$ cat src/rtl/tmds_dc_encoder.sv
`default_nettype none
// ============================================================================
//  Module   : tmds_dc_encoder
//  Purpose  : DVI/HDMI TMDS channel encoder. A two-stage pipeline turns an
//             8-bit pixel byte (or a 2-bit control code during blanking) into
//             a 10-bit DC-balanced TMDS symbol. One instance per colour channel.
//  Ports    : clk_in      - pixel clock
//             rst_n_in    - asynchronous active-low reset
//             data_in     - pixel byte, used when ve_in=1
//             control_in  - {C1,C0}, used when ve_in=0
//             ve_in       - video enable (1=active video, 0=blanking)
//             tmds_out    - encoded symbol, bit 0 transmitted first
//  Revision : 1.0 - initial release
// ============================================================================
module tmds_dc_encoder #(
    parameter int CNT_W = 5
) (
    input  logic       clk_in,
    input  logic       rst_n_in,
    input  logic [7:0] data_in,
    input  logic [1:0] control_in,
    input  logic       ve_in,
    output logic [9:0] tmds_out
);

    localparam logic [9:0] c_CTRL_00 = 10'b1101010100;
    localparam logic [9:0] c_CTRL_01 = 10'b0010101011;
    localparam logic [9:0] c_CTRL_10 = 10'b0101010100;
    localparam logic [9:0] c_CTRL_11 = 10'b1010101011;
    localparam logic signed [CNT_W-1:0] c_TWO   = CNT_W'(2);
    localparam logic signed [CNT_W-1:0] c_EIGHT = CNT_W'(8);

    // ------------------------------------------------------------------
    // Stage 1: transition minimisation (8b -> 9b q_m)
    // ------------------------------------------------------------------
    logic [3:0] w_din_ones;
    logic       w_use_xnor;
    logic [8:0] w_qm;

    always_comb begin
        w_din_ones = '0;
        for (int i = 0; i < 8; i++) begin
            w_din_ones = w_din_ones + {3'b000, data_in[i]};
        end
        // XNOR chaining wins for byte values with many ones; the tie at
        // four ones is broken on bit 0 so the choice is deterministic.
        w_use_xnor = (w_din_ones > 4'd4) || ((w_din_ones == 4'd4) && !data_in[0]);
        w_qm       = '0;
        w_qm[0]    = data_in[0];
        for (int i = 1; i < 8; i++) begin
            w_qm[i] = w_use_xnor ? ~(w_qm[i-1] ^ data_in[i]) : (w_qm[i-1] ^ data_in[i]);
        end
        w_qm[8] = ~w_use_xnor;
    end

    logic       r_s1_valid;
    logic       r_s1_ve;
    logic [1:0] r_s1_ctrl;
    logic [8:0] r_s1_qm;

    // r_s1_valid keeps the output at 10'h000 until stage 1 holds a real
    // post-reset sample, so the first symbol appears two edges after release.
    always_ff @(posedge clk_in or negedge rst_n_in) begin
        if (!rst_n_in) begin
            r_s1_valid <= 1'b0;
            r_s1_ve    <= 1'b0;
            r_s1_ctrl  <= 2'b00;
            r_s1_qm    <= '0;
        end else begin
            r_s1_valid <= 1'b1;
            r_s1_ve    <= ve_in;
            r_s1_ctrl  <= control_in;
            r_s1_qm    <= w_qm;
        end
    end

    // ------------------------------------------------------------------
    // Stage 2: DC balance / control token insertion
    // ------------------------------------------------------------------
    logic signed [CNT_W-1:0] r_cnt;
    logic [9:0]              r_tmds;

    logic [3:0]              w_qm_ones;
    logic signed [CNT_W-1:0] w_n1;
    logic signed [CNT_W-1:0] w_n0;
    logic signed [CNT_W-1:0] w_n1_m_n0;
    logic signed [CNT_W-1:0] w_n0_m_n1;
    logic                    w_cnt_zero;
    logic                    w_cnt_neg;
    logic                    w_cnt_pos;
    logic [9:0]              w_sym;
    logic signed [CNT_W-1:0] w_cnt_next;

    always_comb begin
        w_qm_ones = '0;
        for (int i = 0; i < 8; i++) begin
            w_qm_ones = w_qm_ones + {3'b000, r_s1_qm[i]};
        end
        w_n1       = $signed({{(CNT_W-4){1'b0}}, w_qm_ones});
        w_n0       = c_EIGHT - w_n1;
        w_n1_m_n0  = w_n1 - w_n0;
        w_n0_m_n1  = w_n0 - w_n1;
        w_cnt_zero = (r_cnt == '0);
        w_cnt_neg  = r_cnt[CNT_W-1];
        w_cnt_pos  = !w_cnt_zero && !w_cnt_neg;

        w_sym      = '0;
        w_cnt_next = r_cnt;
        if (!r_s1_ve) begin
            // Blanking restarts disparity tracking from zero.
            w_cnt_next = '0;
            case (r_s1_ctrl)
                2'b00:   w_sym = c_CTRL_00;
                2'b01:   w_sym = c_CTRL_01;
                2'b10:   w_sym = c_CTRL_10;
                default: w_sym = c_CTRL_11;
            endcase
        end else if (w_cnt_zero || (w_n1 == w_n0)) begin
            w_sym      = {~r_s1_qm[8], r_s1_qm[8],
                          r_s1_qm[8] ? r_s1_qm[7:0] : ~r_s1_qm[7:0]};
            w_cnt_next = r_cnt + (r_s1_qm[8] ? w_n1_m_n0 : w_n0_m_n1);
        end else if ((w_cnt_pos && (w_n1 > w_n0)) || (w_cnt_neg && (w_n0 > w_n1))) begin
            // Payload already leans the same way as the running disparity:
            // invert it to pull the line back towards balance.
            w_sym      = {1'b1, r_s1_qm[8], ~r_s1_qm[7:0]};
            w_cnt_next = r_cnt + (r_s1_qm[8] ? c_TWO : '0) + w_n0_m_n1;
        end else begin
            w_sym      = {1'b0, r_s1_qm[8], r_s1_qm[7:0]};
            w_cnt_next = r_cnt - (r_s1_qm[8] ? '0 : c_TWO) + w_n1_m_n0;
        end
    end

    always_ff @(posedge clk_in or negedge rst_n_in) begin
        if (!rst_n_in) begin
            r_tmds <= '0;
            r_cnt  <= '0;
        end else if (r_s1_valid) begin
            r_tmds <= w_sym;
            r_cnt  <= w_cnt_next;
        end
    end

    assign tmds_out = r_tmds;

endmodule
`default_nettype wire

$ cat config.mk
export PLATFORM = sky130hd
export DESIGN_NAME = tmds_dc_encoder
export DESIGN_NICKNAME = d
export VERILOG_FILES = /design/src/rtl/tmds_dc_encoder.sv
export SDC_FILE = /design/constraint.sdc
export NUM_CORES = 1
export LEC_CHECK = 0
export ABC_AREA = 1
export CORE_MARGIN = 2
export CORE_UTILIZATION = 58
export DETAILED_ROUTE_END_ITERATION = 10
export PLACE_DENSITY = 0.83
export SLEW_MARGIN = 20
export SYNTH_ARGS = -nofsm -noshare
export SYNTH_HDL_FRONTEND = slang
export SYNTH_SLANG_ARGS = --single-unit
$ cat constraint.sdc
create_clock -name clk_in -period 7.1 [get_ports clk_in]
set_input_delay 1.775 -clock clk_in [delete_from_list [all_inputs] [get_ports clk_in]]
set_output_delay 1.775 -clock clk_in [all_outputs]
set_load 0.01 [all_outputs]
# After elaboration in Yosys (flattened, before gate mapping)
# Index checks and enable logic that the tools add are counted.
# word_totals
register_bits	28
input_bits	13
word_cells	82
# classes
add_sub_neg	22
magnitude_cmp	3
n_eq_ne	4
muxes	18
n_bitwise	17
n_reduce_logical	12
# op_table
operator	count
$add 4x1->4	8
$mux 10	3
$pmux 10 s3	1
$mux 5	4
$add 5x5->5	3
$gt 5x5->1	2
$sub 5x5->5	2
$not 1->1	9
$add 3x1->4	2
$mux 8	1
$not 8->8	1
$mux 1	7
$xor 1x1->1	7
$add 2x1->3	2
$add 5x2->5	1
$eq 5x5->1	1
$logic_not 5->1	1
$sub 4x4->5 const A	1
$sub 5x2->5	1
$add 1x1->2	2
$eq 4x3->1 const B	1
$gt 4x3->1 const B	1
$logic_and 1x1->1	4
$mux 2	2
5 further kinds	9

# Longest topological paths before layout
# Gate-level depths: netlist of run 1.
# depth
word_depth	29
mapped_depth	30

# Worst setup path after synthesis of run 1
# OpenSTA, ideal clock, no wires.
# synth_path
path_kind	input-to-reg
from	input data_in[0]
to	register r_s1_qm[7]
setup_time_ns	0.118
arrival_time_ns	4.951
required_time_ns	6.982
path_slack_ns	2.031
stages	16
path_buffers	0
cell_sequence	fa_1 -> inv_1 -> fa_1 -> fa_1 -> inv_1 -> ha_1 -> fa_1 -> nor2_1 -> nand2_1 -> nand2_1 -> nand2_1 -> inv_2 -> xor2_2 -> xor2_2 -> xor2_1 -> inv_1
# synth_via
elab_chain_cells	29
# synth_lines
item	line_no	text
start: declaration	20	input logic [7:0] data_in,
parallel branches: the longest is 28 deep, another holds $add 3x1->4	-	
$mux 1 *	51	w_qm[i] = w_use_xnor ? ~(w_qm[i-1] ^ data_in[i]) : (w_qm[i-1] ^ data_in[i]);
named net w_qm[7]	38	logic [8:0] w_qm;
end signal: assignment	73	r_s1_qm <= w_qm;
end: declaration	59	logic [8:0] r_s1_qm;
# Mark *: on every way through the listed nets, which the timed path passes.
# A chain may end at the register's enable or synchronous reset.

# Worst setup path after layout of run 1
# Ends and elaborated chain as after synthesis.

==> results.py, run 1 <==
metrics = {
    "routing": {
        "drt-initial-drc-count": 151,
        "wire_per_inst_um": 13.0,
        "drtAntennaViolNets": 0,
        "dr.pass1.iters": 4,
        "vias": 1951,
        "wirelength_um": 4830,
        "vias_per_cell": 5.23,
        "drcViolationCount": 0,
    },
    "clock_tree": {
        "cts_buffers": 3,
        "postCtsSetupRepairBufs": 0,
        "cts.sinks": 28,
        "cts_tree": "built",
        "clock_latency_ns": 0.28,
        "cts_buffer_depth": 2,
        "h-tree-depth": 1,
        "holdBufCountCts": 0,
        "cts_resized": 0,
        "root_buffer": "clkbuf_8",
        "clk_pin_slew_ns": 0.10,
    },
    "yosys": {
        "synth_cell_types": 27,
        "syn-instance-count": 299,
        "synth_edf_count": 0,
        "synth_compound_area_share_pct": 6.57,
        "ys_ff_latch": 28,
        "synth_fa_ha_area_share_pct": 23.1,
        "yosys_warnings": 0,
        "synth.area.mux_share_pct": 0,
        "synth-xor-area-share_pct": 8.56,
        "synth_top_family_by_area": "adder cells",
        "yosys_most_used_dff": "dfrtp_1",
        "synth-async-reset-ratio_pct": 100,
        "syn_nets": 349,
        "syn_area_per_cell_um2": 8.02,
        "yosys.area_share.simple_pct": 22.0,
        "netlist_area_um2": 2400,
        "seq_area_frac_synth_pct": 29.2,
    },
    "global_route": {
        "grt-ovfl-total": 0,
        "grt_start_max_net_pins": 29,
        "antenna_found_initial": 0,
        "grt_pass1_wl_um": 8250,
        "first_global_vias": 1913,
        "grt.total_usage_pct": 23.2,
    },
    "placed_design": {
        "place_area_um2": 2680,
        "hpwlAfterDp_um": 3890,
        "routabilityCongestion": 0.844,
        "portBuffers": 22,
    },
    "sta": {
        "fmax_ghz": 0.183,
        "maxSlewHeadroom_pct": 54.0,
        "fin_crit_sh_pct": 77.2,
        "tightest_slew_ns": 0.685,
        "fin_worst_skew_ns": 0.00635,
        "worst_hold_slack_ns": 0.522,
        "rsz0062_at_grt": "no",
        "post-route-min-period_ns": 5.48,
        "slew_viol_final": 0,
        "finalSetupTns_ns": 0,
        "hold_viol_final": 0,
        "setup_viol": 0,
    },
    "layout": {
        "n_fill_cell": 308,
        "num_antenna_cells": 0,
        "final_area_um2": 2750,
        "syn_to_final_growth_pct": 14.6,
        "nNetsFinal": 374,
        "drive_above_1_share_pct": 5.88,
    },
    "die": {
        "ios": 23,
        "rows": 23,
        "die_w_um": 68.3,
        "core_um2": 4000,
        "initial_core_util_pct": 60.0,
        "die_h_um": 68.3,
        "dieArea_um2": 4670,
    },
    "worst_setup_path": {
        "slowest_delay_ns": 0.56,
        "slowest_stage": "fa_1",
        "crit_path_frequent_cell": "fa_1",
        "start_kind": "input pin",
        "crit_type": "in -> reg",
        "cp_max_fo": 4,
        "cp.required_ns": 7.27,
        "end_kind": "flop",
        "path_cells": "clkdlybuf4s50_1 > fa_1 > inv_1 > fa_1 > fa_1 > inv_1 > ha_1 > fa_1 > nor2_1 > nand2_1 > nand2_1 > nand2_1 > inv_2 > xor2_2 > xor2_2 > xor2_1 > inv_1",
        "arrival_ns": 5.65,
    },
    "hold_path": {
        "hold_class": "reg -> reg",
    },
    "flow_run": {
        "cap_violations": 0,
    },
    "outcome": {
        "outcome": "complete, no violations",
    },
}
worst max-delay path: cells and delay by family:
kind                     cells  cell delay [ns]
adder cells (fa/ha/maj)      5             2.14
buffers and inverters        5             0.76
XOR/XNOR                     3             0.62
AND/OR/NAND/NOR              4             0.35
through the flow:
| step | instances | utilization (%) | worst slack [ns] |
|---|---|---|---|
| 2_1_floorplan | 299 | - | 2.03 |
| 3_3_place_gp | 369 | 66.9 | 1.43 |
| 3_5_place_dp | 369 | 66.9 | 1.32 |
| 4_1_cts | 373 | 68.7 | 1.60 |
| 5_1_grt | 373 | 68.7 | 1.25 |
| 6_report | 373 | 68.7 | 1.62 |
cells in the final DEF (no fill, tap or decap), types with 2 or more instances in the layout:
| cell | n |
|---|---|
| o31ai_1 | 2 |
| xnor2_1 | 5 |
| clkdlybuf4s50_1 | 22 |
| nand3_1 | 39 |
| inv_1 | 63 |
| dfrtp_1 | 28 |
| o21ai_1 | 5 |
| fa_1 | 12 |
| ha_1 | 25 |
| nand2_1 | 52 |
| nand2_2 | 4 |
| xor2_1 | 11 |
| nor2_1 | 13 |
| nand4_1 | 2 |
| clkbuf_8 | 3 |
| a21oi_1 | 16 |
| or2_2 | 3 |
| xor2_2 | 4 |
| o21ai_0 | 3 |
flip-flops by register name, summed over array words and instances (netlist names):
signal      cells
r_cnt           5
r_s1_ctrl       2
r_s1_qm         9
r_s1_valid      1
r_s1_ve         1
tmds_out       10
final cells by class:
| cell class | instances | area [um^2] | share of cell area (%) |
|---|---|---|---|
| Clock buffer | 3 | 41.3 | 1.50 |
| Clock inverter | 1 | 30.0 | 1.09 |
| Inverter | 64 | 240 | 8.74 |
| Multi-Input combinational cell | 204 | 1450 | 52.6 |
| Sequential cell | 28 | 701 | 25.5 |
| Tap cell | 50 | 62.6 | 2.28 |
| Timing Repair Buffer | 23 | 228 | 8.28 |
cells by family after synthesis:
family                     count (synthesis)
DFF                                       28
AOI/OAI and AO/OA                         29
other                                      1
xor gates and xnor gates                  20
adders and majority gates                 37
buffers and inverters                     67
and+or+nand+nor                          117
cells in the mapped netlist, types with 2 or more instances:
| cell | n | area share, % |
|---|---|---|
| fa_1 | 12 | 10 |
| dfrtp_1 | 28 | 29 |
| inv_1 | 63 | 9.9 |
| nand4_1 | 2 | 0.52 |
| o31ai_1 | 2 | 0.63 |
| o21ai_0 | 3 | 0.63 |
| xor2_2 | 4 | 2.7 |
| nand2_1 | 52 | 8.1 |
| o21ai_1 | 5 | 1.0 |
| a21oi_1 | 16 | 3.3 |
| nor2_1 | 13 | 2.0 |
| ha_1 | 25 | 13 |
| xor2_1 | 11 | 4.0 |
| nand3_1 | 39 | 8.1 |
| nand2_2 | 4 | 1.0 |
| or2_2 | 3 | 0.78 |
| xnor2_1 | 5 | 1.8 |
| clkbuf_1 | 3 | 0.47 |
worst paths after layout:
| path | cells after the start | endpoint | slack (ns) | from |
|---|---|---|---|---|
| min reg2reg | 2 | tmds_out[9] | 0.52 | tmds_out[9] |
| min | 2 | tmds_out[9] | 0.52 | tmds_out[9] |
| max reg2reg | 29 | r_cnt[4] | 1.62 | r_s1_qm[0] |
| max in group asynchronous | 2 | r_s1_qm[0] | 4.96 | rst_n_in |
| max | 17 | r_s1_qm[7] | 1.62 | data_in[0] |
| min in group asynchronous | 2 | r_cnt[2] | 1.87 | rst_n_in |
layer usage:
layer,routed length (um),global-route usage [%],up-vias
met5,0,0,-
met4,56,5.00,0
met3,186,2.47,7
met2,2500,42.0,50
met1,2090,29.8,912
li1,-,-,982
Power of run 1 is not shown: default switching activity piles up to over one toggle a cycle in this logic, so the estimate is an artifact.
==> run 2, diff against run 1 <==
- CORE_UTILIZATION: 58 -> 52
- PLACE_DENSITY: 0.83 -> 0.78
- clock period: 7.1 -> 4.5 ns (I/O delays scaled with it)
==> results.py, run 2 (synthesized netlist as in run 1, its figures left out) <==
metrics = {
    "outcome": {
        "outcome": "finished, violations left",
        "violations": "setup timing",
    },
    "placed_design": {
        "portBuffers": 22,
        "dpl.cell_count": 402,
        "preCtsSetupSlack_ns": -0.462,
        "routabilityCongestion": 0.893,
        "hpwlAfterDp_um": 4130,
    },
    "die": {
        "rows": 24,
        "ios": 23,
        "dieArea_um2": 5170,
        "core_um2": 4380,
        "die_w_um": 71.9,
        "die_h_um": 71.9,
        "initial_core_util_pct": 54.7,
    },
    "routing": {
        "vias": 2146,
        "dr.pass1.iters": 4,
        "drt-initial-drc-count": 172,
        "wire_per_inst_um": 13.2,
        "drcViolationCount": 0,
        "drtAntennaViolNets": 0,
        "wirelength_um": 5480,
        "vias_per_cell": 5.18,
    },
    "worst_setup_path": {
        "slowest_delay_ns": 0.52,
        "path_cells": "inv_2 > fa_1 > fa_1 > fa_1 > inv_1 > ha_2 > fa_2 > nor2_4 > inv_2 > ha_4 > inv_4 > nand3_4 > nand2_4 > xnor2_2 > ha_1 > ha_1 > inv_1 > fa_2 > xor2_1 > nand3b_1 > nand3_1 > nand2_1 > nand3_1 > nand2_1",
        "crit_type": "reg -> reg",
        "start_kind": "flop",
        "arrival_ns": 5.05,
        "cp.required_ns": 4.69,
        "end_kind": "flop",
        "r2r_cells": 24,
        "cp_max_fo": 3,
        "crit_path_frequent_cell": "fa_1",
        "slowest_stage": "fa_1",
    },
    "clock_tree": {
        "root_buffer": "clkbuf_8",
        "clock_latency_ns": 0.28,
        "cts_buffers": 3,
        "cts_tree": "built",
        "h-tree-depth": 1,
        "clk_pin_slew_ns": 0.10,
        "holdBufCountCts": 0,
        "cts.sinks": 28,
        "cts_buffer_depth": 2,
    },
    "global_route": {
        "grt-ovfl-total": 0,
        "grt_pass1_wl_um": 9080,
        "antenna_found_initial": 0,
        "grt.total_usage_pct": 22.1,
        "first_global_vias": 2129,
        "grt_start_max_net_pins": 29,
    },
    "layout": {
        "num_antenna_cells": 0,
        "layout_common_cells": "inv_1 (53), nand2_1 (47), buf_4 (40)",
        "fin_cells": 414,
        "largest_reg_flops": 10,
        "drive_above_1_share_pct": 25.4,
        "final_common_cell": "inv_1",
        "syn_to_final_growth_pct": 33.7,
        "nNetsFinal": 413,
    },
    "hold_path": {
        "hold_path_depth": 2,
        "hold_class": "reg -> reg",
    },
    "flow_run": {
        "cap_violations": 0,
    },
    "sta": {
        "fmax_ghz": 0.206,
        "slew_viol_final": 0,
        "rsz0062_at_grt": "yes",
        "tightest_slew_ns": 0.567,
        "setup_slack_ns": -0.362,
        "post-route-min-period_ns": 4.86,
        "worst_hold_slack_ns": 0.519,
        "fin_worst_skew_ns": 0.0118,
        "maxSlewHeadroom_pct": 61.9,
        "setup_viol": 2,
        "hold_viol_final": 0,
        "fin_crit_sh_pct": 108,
    },
}
run 2: path summary, 6_finish.rpt:
kind	from	to	slack (ns)
max in group asynchronous	rst_n_in	r_cnt[3]	3.03
max reg2reg	r_s1_qm[1]	r_cnt[4]	-0.36
min reg2reg	r_cnt[0]	r_cnt[0]	0.52
min	r_cnt[0]	r_cnt[0]	0.52
max	r_s1_qm[1]	r_cnt[4]	-0.36
min in group asynchronous	rst_n_in	r_s1_ve	1.20
run 2: area by class of cell:
type / count / area (um^2)
Tap cell: 52 / 65.1
Sequential cell: 28 / 701
Timing Repair Buffer: 62 / 515
Fill cell: 309 / 1180
Clock inverter: 1 / 30.0
Multi-Input combinational cell: 204 / 1610
Clock buffer: 3 / 41.3
Inverter: 64 / 245
run 2: worst max-delay path: cells and delay by family, from the launching register on:
family / cells / cell delay [ns]
flip-flops: 1 / 0.41
XOR/XNOR: 2 / 0.31
adder cells (fa/ha/maj): 9 / 3.08
AND/OR/NAND/NOR: 8 / 0.67
buffers and inverters: 5 / 0.30
run 2: stage by stage:
| stage | setup TNS (ns) | utilization [%] | instance area (um^2) |
|---|---|---|---|
| after global placement | -2.28 | 67.9 | 2980 |
| final | -0.716 | 73.1 | 3210 |
| after global routing | -1.35 | 73.1 | 3210 |
| after floorplan | -0.432 | - | 2460 |
| after CTS | -0.705 | 70.5 | 3090 |
| after detailed placement | -2.70 | 67.9 | 2980 |
run 2: per-layer routing:
layer / global-route usage, % / vias up / wire length (um) / share of wire, %
li1: - / 1060 / - / -
met1: 28.9 / 1015 / 2360 / 43
met2: 40.1 / 62 / 2800 / 51
met3: 1.67 / 9 / 242 / 4.4
met4: 5.45 / 0 / 76 / 1.4
met5: 0 / - / 0 / 0
run 2: what timing repair did:
item                                    4_1_cts  5_1_grt
buffers inserted                              4        4
gates resized for setup                      10       31
pin swaps                                     6       10
endpoints found under the setup margin       11       17
endpoints found under the hold margin         0        0
Power of run 2 is left out for the same reason.
==> RTL change 1: new RTL, settings of run 1 <==
The parameter `CNT_W` goes from 5 to 10.
--- a/src/rtl/tmds_dc_encoder.sv
+++ b/src/rtl/tmds_dc_encoder.sv
@@ -13,7 +13,7 @@
 //  Revision : 1.0 - initial release
 // ============================================================================
 module tmds_dc_encoder #(
-    parameter int CNT_W = 5
+    parameter int CNT_W = 10
 ) (
     input  logic       clk_in,
     input  logic       rst_n_in,
Behaviour: no difference found for any inputs over 10 cycles, from zero or initial values and one cycle with rst_n_in low; that may be too few to reach the edited logic, so the function may still have changed.
==> RTL change 1 against run 1 <==
Sequential cell count up 5; highest routed layer unchanged; sequential share of layout area down 5.0 points; cell count up 57%; worst hold slack worse by 0.014 ns; wire length up 72%; worst setup slack worse by 0.42 ns; final area up 46%; area after synthesis up 52%; critical path depth up 11; clock skew up 0.0061 ns.
Power is not shown: default switching activity piles up to over one toggle a cycle in this logic, so the estimate is an artifact.
==> RTL change 1: results (changes against run 1) <==
| Metric | Value |
|---|---|
| Area post-placement | `0.00394 mm2 (+47%)` |
| Nets@finish | `588 (+57%)` |
| Ratio of cells with drive above 1 in the final layout | `6.84% (+0.95 points)` |
| R2R cell count | `28 (-3.4%)` |
| GRT Total Usage | `25.4% (+2.1 points)` |
| Number of global-route vias before repair | `3289 (+72%)` |
| Synth cell count leaders | `inv_1, nand2_1, ha_1` |
| Netlist cell types | `38 (+41%)` |
| Fill cells | `486 (+58%)` |
| Hold wc startpoint | `tmds_out[9]` |
| Adder-Cell Fraction of Synth Area | `24.4% (+1.4 points)` |
| Port bufs | `22 (unchanged)` |
| Cts bufs inserted | `5 (+2)` |
| Synth Area in XOR/XNOR | `6.24% (-2.3 points)` |
| Hpwl dp | `6620 um (+70%)` |
| Routed WL per cell | `14.1 um (+9.0%)` |
| Drt pass-1 iters | `5 (+1)` |
| Worst EP arrival | `6.09 ns (+0.44 ns)` |
| Status | `finished clean` |
| Dpl cells | `579 (+57%)` |
| H-Tree Level Count | `2 (+1)` |
| Mapped Cells | `487 (+63%)` |
| GP Congestion | `0.893 (+5.8%)` |
| Register Area | `826 um2 (+18%)` |
| CP Max Fanout | `5 (+1)` |
| DR vias/cell | `5.61 (+7.2%)` |
| Multiplexer area fraction after synthesis | `0% (unchanged)` |
| Least-Margin Pin Slew | `0.738 ns (+0.0530 ns)` |
| Synth area leaders | `dfrtp_1, ha_1, inv_1, nand2_1, fa_1` |
| Clock Skews | `0.0124 ns (+0.00608 ns)` |
| Global-route wire length before repair | `14600 um (+77%)` |
| Reg clk slew, reported paths | `0.08 ns (-0.02 ns)` |
| R2R Path End | `r_cnt[8]` |
| Synth Net Count | `564 (+62%)` |
| Largest net degree at the start of global routing | `34 (+17%)` |
| DR iter-0 viols | `272 (+80%)` |
| R2r setup slk | `1.20 ns (-0.42 ns)` |
| Synth Area in Compound Gates | `11.6% (+5.0 points)` |
| Hold slack final | `0.508 ns (-0.0137 ns)` |
| Initial antenna violation count | `0 (unchanged)` |
| Total Wirelength | `8290 um (+72%)` |
| CTS resizes | `0 (unchanged)` |
| Sequential area share after synthesis | `22.6% (-6.6 points)` |
==> RTL change 1: cell count changes after synthesis, moves of 4 or more <==
cell / change
nand2_4: +4
o21ai_0: +11
nand3_1: +8
nor2_1: +13
dfrtp_1: +5
xor2_2: -4
a21oi_1: +17
ha_1: +27
nand2_2: +8
nand2_1: +32
xnor2_1: +6
inv_1: +31
xor2_1: +4
==> RTL change 1: critical path: cells and delay by family (launching register included) <==
| kind | cells | cell delay, ns |
|---|---|---|
| simple gates | 11 | 0.99 |
| fa+ha+maj | 8 | 3.20 |
| compound gates | 3 | 0.62 |
| flops | 1 | 0.37 |
| xor+xnor | 1 | 0.13 |
| buf+inv | 5 | 0.49 |
==> RTL change 1: cell type report <==
class | instances | share of cell area (%)
Inverter | 98 | 9.20
Multi-Input combinational cell | 350 | 60.2
Clock buffer | 5 | 1.71
Sequential cell | 33 | 20.5
Timing Repair Buffer | 23 | 5.66
Clock inverter | 3 | 0.435
Tap cell | 75 | 2.33
==> RTL change 1: metal layers <==
layer,track usage [%],vias up,share of wire (%)
li1,-,1616,-
met1,33.5,1546,44
met2,43.0,115,49
met3,3.88,14,5.5
met4,7.30,0,1.6
met5,0,-,0
==> RTL change 1: worst max path at each step <==
stage / start / slack (ns) / endpoint
6_report: r_s1_qm[0] / 1.20 / r_cnt[8]
4_1_cts: r_s1_qm[0] / 1.26 / r_cnt[8]
2_1_floorplan: r_s1_qm[0] / 1.91 / r_cnt[7]
5_1_grt: r_s1_qm[0] / 0.85 / r_cnt[8]
3_3_place_gp: r_s1_qm[0] / 1.39 / r_cnt[8]
3_5_place_dp: data_in[0] / 1.24 / r_s1_qm[7]
==> RTL change 2: new RTL, flow settings as in run 1 <==
Without the edit above. Make the reset (`rst_n_in`) synchronous in 2 clocked blocks. Comments in the files are not updated.
--- a/src/rtl/tmds_dc_encoder.sv
+++ b/src/rtl/tmds_dc_encoder.sv
@@ -60,7 +60,7 @@
 
     // r_s1_valid keeps the output at 10'h000 until stage 1 holds a real
     // post-reset sample, so the first symbol appears two edges after release.
-    always_ff @(posedge clk_in or negedge rst_n_in) begin
+    always_ff @(posedge clk_in) begin
         if (!rst_n_in) begin
             r_s1_valid <= 1'b0;
             r_s1_ve    <= 1'b0;
@@ -130,7 +130,7 @@
         end
     end
 
-    always_ff @(posedge clk_in or negedge rst_n_in) begin
+    always_ff @(posedge clk_in) begin
         if (!rst_n_in) begin
             r_tmds <= '0;
             r_cnt  <= '0;
Formal check against the unedited RTL: differs if rst_n_in is asserted again (counterexample within 4 cycles, from zero or initial values and one cycle with rst_n_in low); with rst_n_in held inactive, the same outputs for 10 cycles.
==> RTL change 2 against run 1 <==
Via count grew 7.3%; critical endpoint is now r_cnt[4]; area after synthesis grew 1.7%; wire length shrank 0.70%; largest cell class unchanged; sequential cell count is the same; final area is essentially flat; global-route usage shrank 0.67 points; first-iteration DRC count shrank 38%; worst setup slack lost 0.19 ns.
Power is not shown: default switching activity piles up to over one toggle a cycle in this logic, so the estimate is an artifact.
==> RTL change 2: results (changes against run 1) <==
| Metric | Value |
|---|---|
| Status | `finished clean` |
| Via count | `2094 (+7.3%)` |
| Total Wirelength | `4800 um (-0.70%)` |
| GRT Total Usage | `22.6% (-0.67 points)` |
| Final cycle utilization of the critical path | `79.8% (+2.7 points)` |
| Clk buf depth | `2 (unchanged)` |
| Layout Cells excl Fill | `399 (+7.0%)` |
| R2R cell count | `30 (+3.4%)` |
| Synth warn | `0 (unchanged)` |
| Largest register FFs | `10 (unchanged)` |
| Initial antenna violation count | `0 (unchanged)` |
| Worst EP arrival | `5.87 ns (+0.22 ns)` |
| Synth cell count leaders | `nand2_1, inv_1, nand3_1` |
| CP Max Fanout | `5 (+1)` |
| Multiplexer area fraction after synthesis | `0% (unchanged)` |
| Synth area leaders | `dfxtp_1, ha_1, fa_1, nand2_1, inv_1` |
| Hpwl dp | `3910 um (+0.52%)` |
| HP Class | `reg -> reg` |
| Diodes inserted | `0 (unchanged)` |
| GP Congestion | `0.935 (+11%)` |
| Global-route wire length before repair | `8090 um (-2.0%)` |
| Post-CTS Setup Inserts | `0 (unchanged)` |
| CTS resizes | `0 (unchanged)` |
| Ratio of cells with drive above 1 in the final layout | `8.88% (+3.0 points)` |
| R2R Path End | `r_cnt[4]` |
| Largest net degree at the start of global routing | `20 (-31%)` |
| Area post-placement | `0.00270 mm2 (+0.65%)` |
| Dpl cells | `395 (+7.0%)` |
| Synth Area in XOR/XNOR | `4.62% (-3.9 points)` |
| CP Launch Point | `r_s1_qm[0]` |
| Fill cells | `340 (+10%)` |
| Number of global-route vias before repair | `1937 (+1.3%)` |
| CP max stage cell | `fa_1` |
| Mapped Cells | `329 (+10%)` |
| Clock Skews | `0.00306 ns (-0.00328 ns)` |
| Synth Net Count | `379 (+8.6%)` |
| DR iter-0 viols | `94 (-38%)` |
| R2r setup slk | `1.43 ns (-0.19 ns)` |
| Drt pass-1 iters | `4 (unchanged)` |
| Post-synth top flop | `dfxtp_1` |
| Max transition margin | `59.5% (+5.5 points)` |
| CP Class | `reg -> reg` |
| Hold wc startpoint | `tmds_out[9]` |
| Netlist cell types | `34 (+26%)` |
| Synth Area in Compound Gates | `10.1% (+3.5 points)` |
| Clock insertion delay at the later pin of the skew report | `0.28 ns (about the same)` |
| Asr flop ratio synth | `0% (-100 points)` |
| Largest stage delay on the critical path | `0.56 ns (about the same)` |
| Root Driver | `clkbuf_8` |
| Pre-CTS WS | `1.22 ns (-0.104 ns)` |
| Sequential area share after synthesis | `23.0% (-6.2 points)` |
| Multi-input gate area | `0.00162 mm2 (+12%)` |
| Cts bufs inserted | `3 (unchanged)` |
| Adder-Cell Fraction of Synth Area | `22.7% (-0.38 points)` |
==> RTL change 2: worst min path at each step <==
stage / to / slack [ns]
CTS: tmds_out[9] / 0.47
detailed placement: tmds_out[9] / 0.46
finish: tmds_out[9] / 0.47
global route: tmds_out[9] / 0.51
global placement: r_cnt[0] / 0.44
floorplan: r_cnt[0] / 0.43
==> RTL change 2: layer usage <==
| metal | routed length, um | global-route usage, % |
|---|---|---|
| met1 | 2150 | 29.1 |
| met2 | 2390 | 40.7 |
| met3 | 201 | 1.62 |
| met4 | 51 | 5.88 |
| met5 | 0 | 0 |
==> RTL change 2: cell type report <==
type	instances	share of cell area [%]
inverters	62	8.55
flip-flops and latches	28	20.4
clock buffers	4	2.00
repair buffers	22	8.01
multi-input cells	233	58.8
well taps	50	2.27
==> RTL change 2: worst min-delay path, delay by kind of cell, from the launching register on <==
family          cells  cell delay (ns)
flops               1             0.32
simple gates        1             0.06
compound gates      1             0.05
